[src/rtl/seq_divider.sv]
// Multi-cycle restoring divider that produces one quotient bit per clock, with valid/ready handshakes and a divide-by-zero flag.
// Define DIV_SIGNED_EN to add the signed_mode port, which selects two's-complement division that truncates toward zero.
module seq_divider #(
  parameter int WIDTH = 8
) (
  input  logic             clk,
  input  logic             rst_n,
  input  logic             in_valid,
  output logic             in_ready,
  input  logic [WIDTH-1:0] a,
  input  logic [WIDTH-1:0] b,
  output logic             out_valid,
  input  logic             out_ready,
  output logic [WIDTH-1:0] quotient,
  output logic [WIDTH-1:0] remainder,
  output logic             div_by_zero
`ifdef DIV_SIGNED_EN
  ,
  input  logic             signed_mode
`endif
);

  localparam int CNT_W = $clog2(WIDTH + 1);

  typedef enum logic [1:0] {S_IDLE, S_CALC, S_FIX, S_DONE} state_t;

  state_t             r_state;
  logic               r_in_ready;
  logic               r_out_valid;
  logic [WIDTH:0]     r_acc;
  logic [WIDTH-1:0]   r_q;
  logic [WIDTH-1:0]   r_div;
  logic [CNT_W-1:0]   r_cnt;
  logic               r_dbz;
  logic               r_neg_q;
  logic               r_neg_r;
  logic [WIDTH-1:0]   r_quot;
  logic [WIDTH-1:0]   r_rem;
  logic               r_dbz_o;

  logic               w_sa;
  logic               w_sb;
  logic               w_accept;
  logic [WIDTH:0]     w_shift;
  logic               w_ge;

  function automatic logic [WIDTH-1:0] cond_neg(input logic [WIDTH-1:0] v, input logic neg);
    return neg ? (~v + 1'b1) : v;
  endfunction

`ifdef DIV_SIGNED_EN
  assign w_sa = signed_mode & a[WIDTH-1];
  assign w_sb = signed_mode & b[WIDTH-1];
`else
  assign w_sa = 1'b0;
  assign w_sb = 1'b0;
`endif

  assign w_accept = in_valid && r_in_ready;
  assign w_shift  = (r_acc << 1) | {{WIDTH{1'b0}}, r_q[WIDTH-1]};
  assign w_ge     = (w_shift >= {1'b0, r_div});

  always_ff @(posedge clk or negedge rst_n) begin
    if (!rst_n) begin
      r_state     <= S_IDLE;
      r_in_ready  <= 1'b0;
      r_out_valid <= 1'b0;
      r_acc       <= '0;
      r_q         <= '0;
      r_div       <= '0;
      r_cnt       <= '0;
      r_dbz       <= 1'b0;
      r_neg_q     <= 1'b0;
      r_neg_r     <= 1'b0;
      r_quot      <= '0;
      r_rem       <= '0;
      r_dbz_o     <= 1'b0;
    end else begin
      case (r_state)
        S_IDLE: begin
          r_in_ready <= 1'b1;
          if (w_accept) begin
            r_in_ready <= 1'b0;
            r_acc      <= '0;
            r_div      <= cond_neg(b, w_sb);
            r_cnt      <= CNT_W'(WIDTH);
            r_neg_q    <= w_sa ^ w_sb;
            r_neg_r    <= w_sa;
            // On divide-by-zero CALC is skipped, so r_q carries the raw dividend through to the remainder.
            if (b == '0) begin
              r_q     <= a;
              r_dbz   <= 1'b1;
              r_state <= S_FIX;
            end else begin
              r_q     <= cond_neg(a, w_sa);
              r_dbz   <= 1'b0;
              r_state <= S_CALC;
            end
          end
        end
        S_CALC: begin
          r_acc <= w_ge ? (w_shift - {1'b0, r_div}) : w_shift;
          r_q   <= {r_q[WIDTH-2:0], w_ge};
          r_cnt <= r_cnt - CNT_W'(1);
          if (r_cnt == CNT_W'(1)) r_state <= S_FIX;
        end
        S_FIX: begin
          // MIN/-1 yields magnitude 2^(WIDTH-1) with no negation, which reads back as MIN.
          if (r_dbz) begin
            r_quot  <= '1;
            r_rem   <= r_q;
            r_dbz_o <= 1'b1;
          end else begin
            r_quot  <= cond_neg(r_q, r_neg_q);
            r_rem   <= cond_neg(r_acc[WIDTH-1:0], r_neg_r);
            r_dbz_o <= 1'b0;
          end
          r_out_valid <= 1'b1;
          r_state     <= S_DONE;
        end
        S_DONE: begin
          if (out_ready) begin
            r_out_valid <= 1'b0;
            r_in_ready  <= 1'b1;
            r_state     <= S_IDLE;
          end
        end
        default: r_state <= S_IDLE;
      endcase
    end
  end

  assign in_ready    = r_in_ready;
  assign out_valid   = r_out_valid;
  assign quotient    = r_quot;
  assign remainder   = r_rem;
  assign div_by_zero = r_dbz_o;

endmodule

[config.mk]
export PLATFORM = sky130hd
export DESIGN_NAME = seq_divider
export DESIGN_NICKNAME = d
export VERILOG_FILES = /design/src/rtl/seq_divider.sv
export SDC_FILE = /design/constraint.sdc
export NUM_CORES = 1
export LEC_CHECK = 0
export ABC_AREA = 1
export ABC_CLOCK_PERIOD_IN_PS = 4700
export BUFFER_PORTS_ARGS = -buffer_cell sky130_fd_sc_hd__buf_2
export CAP_MARGIN = 25
export CORE_MARGIN = 2
export CORE_UTILIZATION = 45
export DETAILED_ROUTE_END_ITERATION = 10
export GPL_TIMING_DRIVEN = 0
export PLACE_DENSITY = 0.65
export SETUP_SLACK_MARGIN = 0.5
export SLEW_MARGIN = 20
export SYNTH_ARGS = -nofsm -noshare
export SYNTH_HDL_FRONTEND = slang
export SYNTH_SLANG_ARGS = --single-unit
export TNS_END_PERCENT = 5
[constraint.sdc]
create_clock -name clk -period 4.7 [get_ports clk]
set_input_delay 0.94 -clock clk [delete_from_list [all_inputs] [get_ports clk]]
set_output_delay 0.94 -clock clk [all_outputs]
set_load 0.02 [all_outputs]
**Word-level counts from Yosys, hierarchy flattened**

Cells that the tools add are included.
Widths: inputs -> output; s select.

- Bits in registers: 50
- Input port bits: 20
- Logic and storage cells: 54
- Output and inout port bits: 19

- Reductions and logical operators: 11
- $lt $le $gt $ge: 1
- Equality and inequality tests: 7
- $add $sub $neg: 2
- Bitwise operators: 1
- Multiplexer cells: 21

Operators with widths:

| operator | number |
|---|---|
| $mux 8 | 5 |
| $pmux 8 s2 | 2 |
| $ge 9x8->1 | 1 |
| $or 9x1->9 | 1 |
| $logic_not 8->1 | 1 |
| $mux 2 | 4 |
| $pmux 2 s4 | 1 |
| $pmux 4 s2 | 1 |
| $reduce_and 2->1 | 4 |
| $sub 8x8->8 | 1 |
| $ne 2x2->1 const B | 3 |
| $reduce_bool 2->1 | 3 |
| $mux 1 | 5 |
| $eq 2x2->1 const B | 2 |
| $eq 4x1->1 const B | 1 |
| $mux 4 | 1 |
| $pmux 1 s2 | 2 |
| $sub 4x1->4 const B | 1 |
| $reduce_and 3->1 | 1 |
| $eq 2x1->1 const B | 1 |
| $logic_not 2->1 | 1 |
| $logic_and 1x1->1 | 1 |

**Logic depth before layout (Yosys ltp)**

Gate-level depths: netlist of the first run.

- Depth after elaboration: 4
- Mapped depth: 13
- Gate-level depth less buffers: 13

**Worst setup path before layout of the first run**

Ideal clock, no wire load.

- Path kind: input -> register
- Start: input in_valid
- End: register r_state[1]
- Arrival: 1606 ps
- Buffers on the path: 0
- Library setup time: 82 ps
- Cell stages on the path: 6
- Data required time: 4618 ps
- Path slack: 3011 ps
- Path through: nand2_1 > nand2_1 > o21ai_0 > a21oi_1 > o21ai_0 > o22ai_1

- Cells in the longest elaborated chain, start to end: 3

Ends and longest elaborated chain:

| what | RTL line | text |
|---|---|---|
| start, declared | 8 | `input logic in_valid,` |
| $logic_and 1x1->1 | 59 | `assign w_accept = in_valid && r_in_ready;` |
| $ne 2x2->1 (no line) | - |  |
| $reduce_and 3->1 (no line) | - |  |
| end signal, assigned | 65 | `r_state <= S_IDLE;` |
| end signal, assigned | 93 | `r_state <= S_FIX;` |
| end signal, assigned | 97 | `r_state <= S_CALC;` |
| end, declared | 27 | `state_t r_state;` |

No other way between the ends.
A chain may end at the register's enable or synchronous reset.

**Final worst setup path of the first run**

- Start: register r_acc[3]
- End: register r_q[0]

- Cells in the longest elaborated chain, start to end: 3

Ends and longest elaborated chain:

| what | RTL line | text |
|---|---|---|
| start, declared | 30 | `logic [WIDTH:0] r_acc;` |
| start signal, assigned | 102 | `r_acc <= w_ge ? (w_shift - {1'b0, r_div}) : w_shift;` |
| $or 9x1->9 | 60 | `assign w_shift = (r_acc << 1) \| {{WIDTH{1'b0}}, r_q[WIDTH-1]};` |
| $ge 9x8->1 | 61 | `assign w_ge = (w_shift >= {1'b0, r_div});` |
| $pmux 8 s2 | 79 | `case (r_state)` |
| end signal, assigned | 95 | `r_q <= cond_neg(a, w_sa);` |
| end signal, assigned | 103 | `r_q <= {r_q[WIDTH-2:0], w_ge};` |
| end, declared | 31 | `logic [WIDTH-1:0] r_q;` |

No other way between the ends.

==> results of run 1 <==
==> sequential cells by signal, indices dropped and copies added, names as in the netlist <==
| register | flops |
|---|---|
| r_q | 8 |
| r_state | 2 |
| in_ready | 1 |
| out_valid | 1 |
| quotient | 8 |
| r_acc | 8 |
| div_by_zero | 1 |
| r_cnt | 4 |
| remainder | 8 |
| r_div | 8 |
| r_dbz | 1 |
==> path summary, 6_finish.rpt <==
| check | end | slack (ps) | depth (start not counted) |
|---|---|---|---|
| max | r_q[0] | 2820 | 11 |
| max reg2reg | r_q[0] | 2820 | 11 |
| min reg2reg | r_div[0] | 490 | 2 |
| min | r_div[0] | 490 | 2 |
| min in group asynchronous | quotient[4] | 570 | 1 |
| max in group asynchronous | r_div[6] | 3600 | 2 |
==> per-stage QoR <==
step / setup slack, ps / cell area (sq um)
6_report: 2821 / 3196
5_1_grt: 2668 / 3196
4_1_cts: 2858 / 3196
3_5_place_dp: 2727 / 3109
3_3_place_gp: 2740 / 3089
2_1_floorplan: 3011 / 2805
==> placed cells by master, fill, tap and decap left out, types with 2 or more instances in the layout <==
| cell | netlist | final |
|---|---|---|
| clkbuf_1 | 6 | 7 |
| nand2_1 | 109 | 109 |
| xor2_1 | 3 | 3 |
| dfrtp_1 | 50 | 50 |
| ha_1 | 14 | 14 |
| nor2_1 | 19 | 19 |
| a21oi_1 | 13 | 13 |
| o22ai_1 | 3 | 3 |
| clkbuf_8 | 0 | 5 |
| o21ai_0 | 36 | 36 |
| buf_2 | 5 | 43 |
| nand3_1 | 19 | 19 |
| o211ai_1 | 11 | 11 |
| nor2_2 | 3 | 3 |
| nand3_2 | 2 | 2 |
| nand4_1 | 2 | 2 |
| inv_1 | 48 | 48 |
| nand3b_1 | 4 | 4 |
==> per-layer routing <==
| metal | track usage | routed length [microns] | vias up |
|---|---|---|---|
| met5 | 0 | 0 | - |
| met4 | 0.04918 | 89 | 0 |
| met3 | 0.03777 | 189 | 9 |
| met2 | 0.3072 | 2686 | 41 |
| met1 | 0.2508 | 3055 | 1084 |
| li1 | - | - | 1245 |
==> power groups by stage <==
stage	Clock, W	Combinational [W]	Sequential, W
floorplan	0	0.00106	0.000816
global placement	0	0.00146	0.000747
detailed placement	0	0.00149	0.000751
CTS	0.000263	0.00150	0.000743
global route	0.000282	0.00171	0.000766
finish	0.000255	0.00149	0.000742
==> kinds of logic after synthesis <==
logic type | count (synthesis) | synth area share
and+or+nand+nor | 163 | 0.2525
AOI/OAI and AO/OA | 67 | 0.1329
buffers and inverters | 61 | 0.08653
DFF | 50 | 0.4460
adders and majority gates | 15 | 0.06958
xor gates and xnor gates | 4 | 0.01249
==> layout make-up <==
cell class | count | area, sq um | area share
buffer | 12 | 58.81 | 0.01840
clock inverter | 2 | 13.76 | 0.004307
inverter | 49 | 183.9 | 0.05756
tap | 75 | 93.84 | 0.02937
multi-input combinational | 249 | 1311 | 0.4103
timing repair buffer | 39 | 210.2 | 0.06578
sequential | 50 | 1251 | 0.3915
clock buffer | 6 | 72.57 | 0.02271
==> tightest hold or removal path, stage by stage (launching register included) <==
cell and delay, ps:
dfrtp_1 360, nand2_1 60, nand2_1 50
==> out/results.ini, run 1 <==
[sta]
max-slew-margin-rel = 0.6861
setup_violations = 0
clock.fmax_mhz = 532.1
fin_crit_ps = 1879
hold_viol = 0
finClkSkew_ps = 7.987
tightestPinTransition_ps = 470.9
slew_viol_final = 0
fin_setup_tns_ps = 0
finalCritPeriodShare = 0.3999
holdWs_ps = 493.8
rsz0062_at_grt = false

[synth]
yosysUniqueCellTypes = 30
synth_seq_cells = 50
synth_cells = 360
ys_warn_count = 0
ys.flop_type = dfrtp_1
synth-edff-count = 0
synth_area_per_cell_sq_um = 7.792
synth_top_area_share = 0.4460
yosysSeqAreaShare = 0.4460
synthTopCellsByCount = nand2_1, dfrtp_1, inv_1
syn_area_sq_um = 2805
synth_fp_nets = 395
synth_most_common_cell = nand2_1
yosys.area.top_type = dfrtp_1
ys_async_sr_fraction = 1.000
yosys-top-cells-area = dfrtp_1, nand2_1, o21ai_0

[clock_network]
clock_sink_count = 50
numCtsBuffers = 5
cts_setup_buffers = 0
postCtsHoldBufs = 0
cts_root_buf = clkbuf_8
cts_resized = 0
worstSkewPairLatency_ps = 310
clkTransAtPathRegs_ps = 100
cts_tree = yes
h-tree-depth = 2
cts_buffer_depth = 2

[die]
core_area_sq_um = 5956
num_rows = 28
io_pins = 39
die_x_microns = 82.96
initial_core_util = 0.4710
fp.dieArea_sq_um = 6882
die_height_microns = 82.96

[grt]
antenna_found_initial = 0
grt_first_pass_wirelength_microns = 10690
grt_pass1_vias = 2336
grt_use_total = 0.1863
grt_max_degree = 32
grt-ovfl-total = 0

[final_layout]
syn_to_final_growth_pct = 13.92
fin_cells = 482
drive_gt1_frac = 0.1499
diodes = 0
postLayoutCoreUtil = 0.5366
nNetsFinal = 441
nFillCells = 600

[pwr]
power.net_switching_w = 0.001205
comb_power_share = 0.599
total_power_w = 0.002483
p_leak_nw = 1.655
powerDensity_nw_per_um2 = 777.1
p_seq_frac = 0.299
clkPwrFrac = 0.103
vdd_drop_max_uv = 378.1
p_sw_frac = 0.4854
p_int_w = 0.001278

[placement]
dp_cells = 474
place_congestion = 0.8702
dp.final_hpwl_microns = 4672
io_buffers = 38

[drt]
first_iter_violations = 160
drt_pass1_iterations = 4
vias = 2379
vias_per_cell = 4.936
drc = 0
finalWirelength_microns = 6021
drtAntennaViolNets = 0
wl_per_cell_microns = 12.49

[setup_path]
critPathLaunchType = register
cp_data_required_time_ps = 4910
slowest_stage = dfrtp_1
cp_max_fo = 9
worstSetupEndpointType = register
critPathTopFamily = simple AND/OR/NAND/NOR gates
crit_chain = ha_1 > nand2_1 > inv_1 > nand2_1 > nand2_1 > nand2_1 > nand4_2 > nand2_1 > nand2_1 > nand2_1 > nand2_1
worstSetupStartpoint = r_acc[3]
cp_common_cell = nand2_1
worstPathArrival_ps = 2090
slowest_delay_ps = 450
critPathKind = reg2reg
rr_startpoint = r_acc[3]
worst-path-buf-inv = 1

[worst_hold_path]
holdCritStartpoint = r_div[0]
hp-class = reg2reg

[status]
status = completed

[flow_run]
maxCapViolations = 0

Power figures use the tool's default switching activity.
==> run 2, diff against run 1 <==
--- a/config.mk
+++ b/config.mk
@@ -6,7 +6,7 @@
 export NUM_CORES = 1
 export LEC_CHECK = 0
 export ABC_AREA = 1
-export ABC_CLOCK_PERIOD_IN_PS = 4700
+export ABC_CLOCK_PERIOD_IN_PS = 1800
 export BUFFER_PORTS_ARGS = -buffer_cell sky130_fd_sc_hd__buf_2
 export CAP_MARGIN = 25
 export CORE_MARGIN = 2
==> constraint.sdc (replaced) <==
create_clock -name clk -period 1.8 [get_ports clk]
set_input_delay 0.36 -clock clk [delete_from_list [all_inputs] [get_ports clk]]
set_output_delay 0.36 -clock clk [all_outputs]
set_load 0.02 [all_outputs]
==> out/results.ini, run 2 (same netlist as run 1, synthesis figures left out) <==
[status]
status = complete, but fails checks
violations = hold timing

[pwr]
p_sw_frac = 0.4720  ; -0.01336
comb_power_share = 0.652  ; +0.053
powerDensity_nw_per_um2 = 2141  ; +180%
vdd_drop_max_uv = 836.5  ; +120%
p_int_w = 0.004005  ; +210%
p_seq_frac = 0.261  ; -0.038
clkPwrFrac = 0.087  ; -0.016
power.net_switching_w = 0.003581  ; +200%
p_leak_nw = 1.751  ; +5.8%

[placement]
dpl_cell_area_sq_um = 3202  ; +3.0%
place_congestion = 0.8440  ; -3.0%
io_buffers = 38  ; unchanged
pre_cts_ws_ps = 35.33  ; -2691 ps
dp.final_hpwl_microns = 4846  ; +3.7%

[setup_path]
cp_max_fo = 8  ; -1
worstPathArrival_ps = 1900  ; -190 ps
cp_data_required_time_ps = 2050  ; -2860 ps
critPathLaunchType = register
worstSetupEndpointType = register
rr_startpoint = r_acc[2]
critPathKind = reg2reg
worstReg2RegEnd = r_acc[0]
reg2reg_depth = 9  ; -2
ff2ff_setup_slack_ps = 150  ; -2670 ps

[clock_network]
numCtsBuffers = 5  ; unchanged
clkTransAtPathRegs_ps = 100  ; about the same
h-tree-depth = 2  ; unchanged
cts_buffer_depth = 2  ; unchanged
postCtsHoldBufs = 0  ; unchanged
cts_tree = yes
cts_root_buf = clkbuf_8
clock_sink_count = 50  ; unchanged
worstSkewPairLatency_ps = 300  ; about the same

[grt]
grt_pass1_vias = 2406  ; +3.0%
grt_use_total = 0.1995  ; +0.01311
grt_first_pass_wirelength_microns = 11320  ; +5.9%
grt-ovfl-total = 0  ; unchanged
grt_max_degree = 32  ; unchanged
antenna_found_initial = 0  ; unchanged

[sta]
fin_crit_ps = 1652  ; -226.9 ps
slew_viol_final = 0  ; unchanged
holdWs_ps = -5.557  ; -499.4 ps
hold_viol = 7  ; +7
setup_slack_ps = 147.6  ; -2673 ps
clock.fmax_mhz = 605.2  ; +14%
max-slew-margin-rel = 0.6883  ; +0.002277
fin_setup_tns_ps = 0  ; unchanged
setup_violations = 0  ; unchanged
tightestPinTransition_ps = 467.5  ; -3.415 ps
finClkSkew_ps = 7.740  ; -0.2471 ps
rsz0062_at_grt = true
finalCritPeriodShare = 0.9180  ; +0.5181

[die]
initial_core_util = 0.4710  ; unchanged
die_height_microns = 82.96  ; unchanged
die_x_microns = 82.96  ; unchanged
io_pins = 39  ; unchanged
core_area_sq_um = 5956  ; unchanged
fp.dieArea_sq_um = 6882  ; unchanged
num_rows = 28  ; unchanged

[final_layout]
nFillCells = 557  ; -7.2%
area.sequential_sq_um = 1257  ; +0.50%
multi_input_area_sq_um = 1505  ; +15%
final_common_cell = nand2_1
design_area_sq_um = 3542  ; +11%
nNetsFinal = 453  ; +2.7%
drive_gt1_frac = 0.2727  ; +0.1229
diodes = 0  ; unchanged
final_cell_mix = nand2_1, dfrtp_1, inv_1, buf_2, o21ai_0
syn_to_final_growth_pct = 26.27

[drt]
finalWirelength_microns = 6715  ; +12%
vias = 2505  ; +5.3%
vias_per_cell = 5.081  ; +2.9%
drtAntennaViolNets = 0  ; unchanged
drt_pass1_iterations = 4  ; unchanged
wl_per_cell_microns = 13.62  ; +9.0%
drc = 0  ; unchanged
first_iter_violations = 120  ; -25%

[flow_run]
maxCapViolations = 0  ; unchanged

[worst_hold_path]
hp-class = in2async

==> run 2: changes by cell type in the layout (fill, tap and decap cells not counted), moves of 8 or more <==
cell     delta
nand2_2     +8
nand2_1     -8
ha_4        +8
ha_1        -8
buf_4       +8
==> run 2: per-layer routing <==
metal	wire length (microns)	track usage
met1	3224	0.2739
met3	284	0.02883
met5	0	0
met4	88	0.04620
met2	3117	0.3343
==> run 2: power groups by stage <==
stage | Combinational [W] | Clock [W] | Sequential, W
after floorplan | 0.00296 | 0 | 0.00216
after global placement | 0.00406 | 0 | 0.00198
after detailed placement | 0.00415 | 0 | 0.00200
after CTS | 0.00475 | 0.000667 | 0.00198
after global routing | 0.00553 | 0.000717 | 0.00204
final | 0.00495 | 0.000656 | 0.00198
==> run 2: worst max path at each step <==
stage | cells past startpoint | endpoint | start
after floorplan | 9 | r_acc[2] | r_acc[5]
after global placement | 7 | quotient[6] | r_state[0]
after detailed placement | 7 | quotient[6] | r_state[0]
after CTS | 9 | r_acc[2] | r_acc[5]
after global routing | 10 | r_acc[7] | r_acc[1]
final | 9 | r_acc[0] | r_acc[2]
==> run 2: timing repair <==
item / CTS / global route
pin swaps: 10 / 4
setup buffers: 10 / 1
setup endpoints to repair: 49 / 49
resized for setup: 30 / 12
gates cloned: 1 / 0
==> run 2: area by class of cell <==
class / instances / area share
multi-input combinational: 250 / 0.4249
sequential: 50 / 0.3550
timing repair buffer: 50 / 0.09325
inverter: 49 / 0.05192
tap: 75 / 0.02649
buffer: 12 / 0.02508
clock buffer: 5 / 0.01943
clock inverter: 2 / 0.003886
==> run 2: metrics by stage <==
| stage | cells | power (W) | utilization |
|---|---|---|---|
| after floorplan | 360 | 0.005120 | - |
| after global placement | 473 | 0.006040 | 0.5342 |
| after detailed placement | 474 | 0.006147 | 0.5376 |
| after CTS | 492 | 0.007398 | 0.5851 |
| after global routing | 493 | 0.008292 | 0.5947 |
| final | 493 | 0.007585 | 0.5947 |
==> run 2: critical path, cell delays in order (launching register included) <==
cell     delay (ps)
dfrtp_2         460
ha_4            310
nand2_2          80
nor2_4          120
nand2_2         110
and2_4          160
buf_8           130
nand3_1          80
nand3_1          80
nand2_1          70
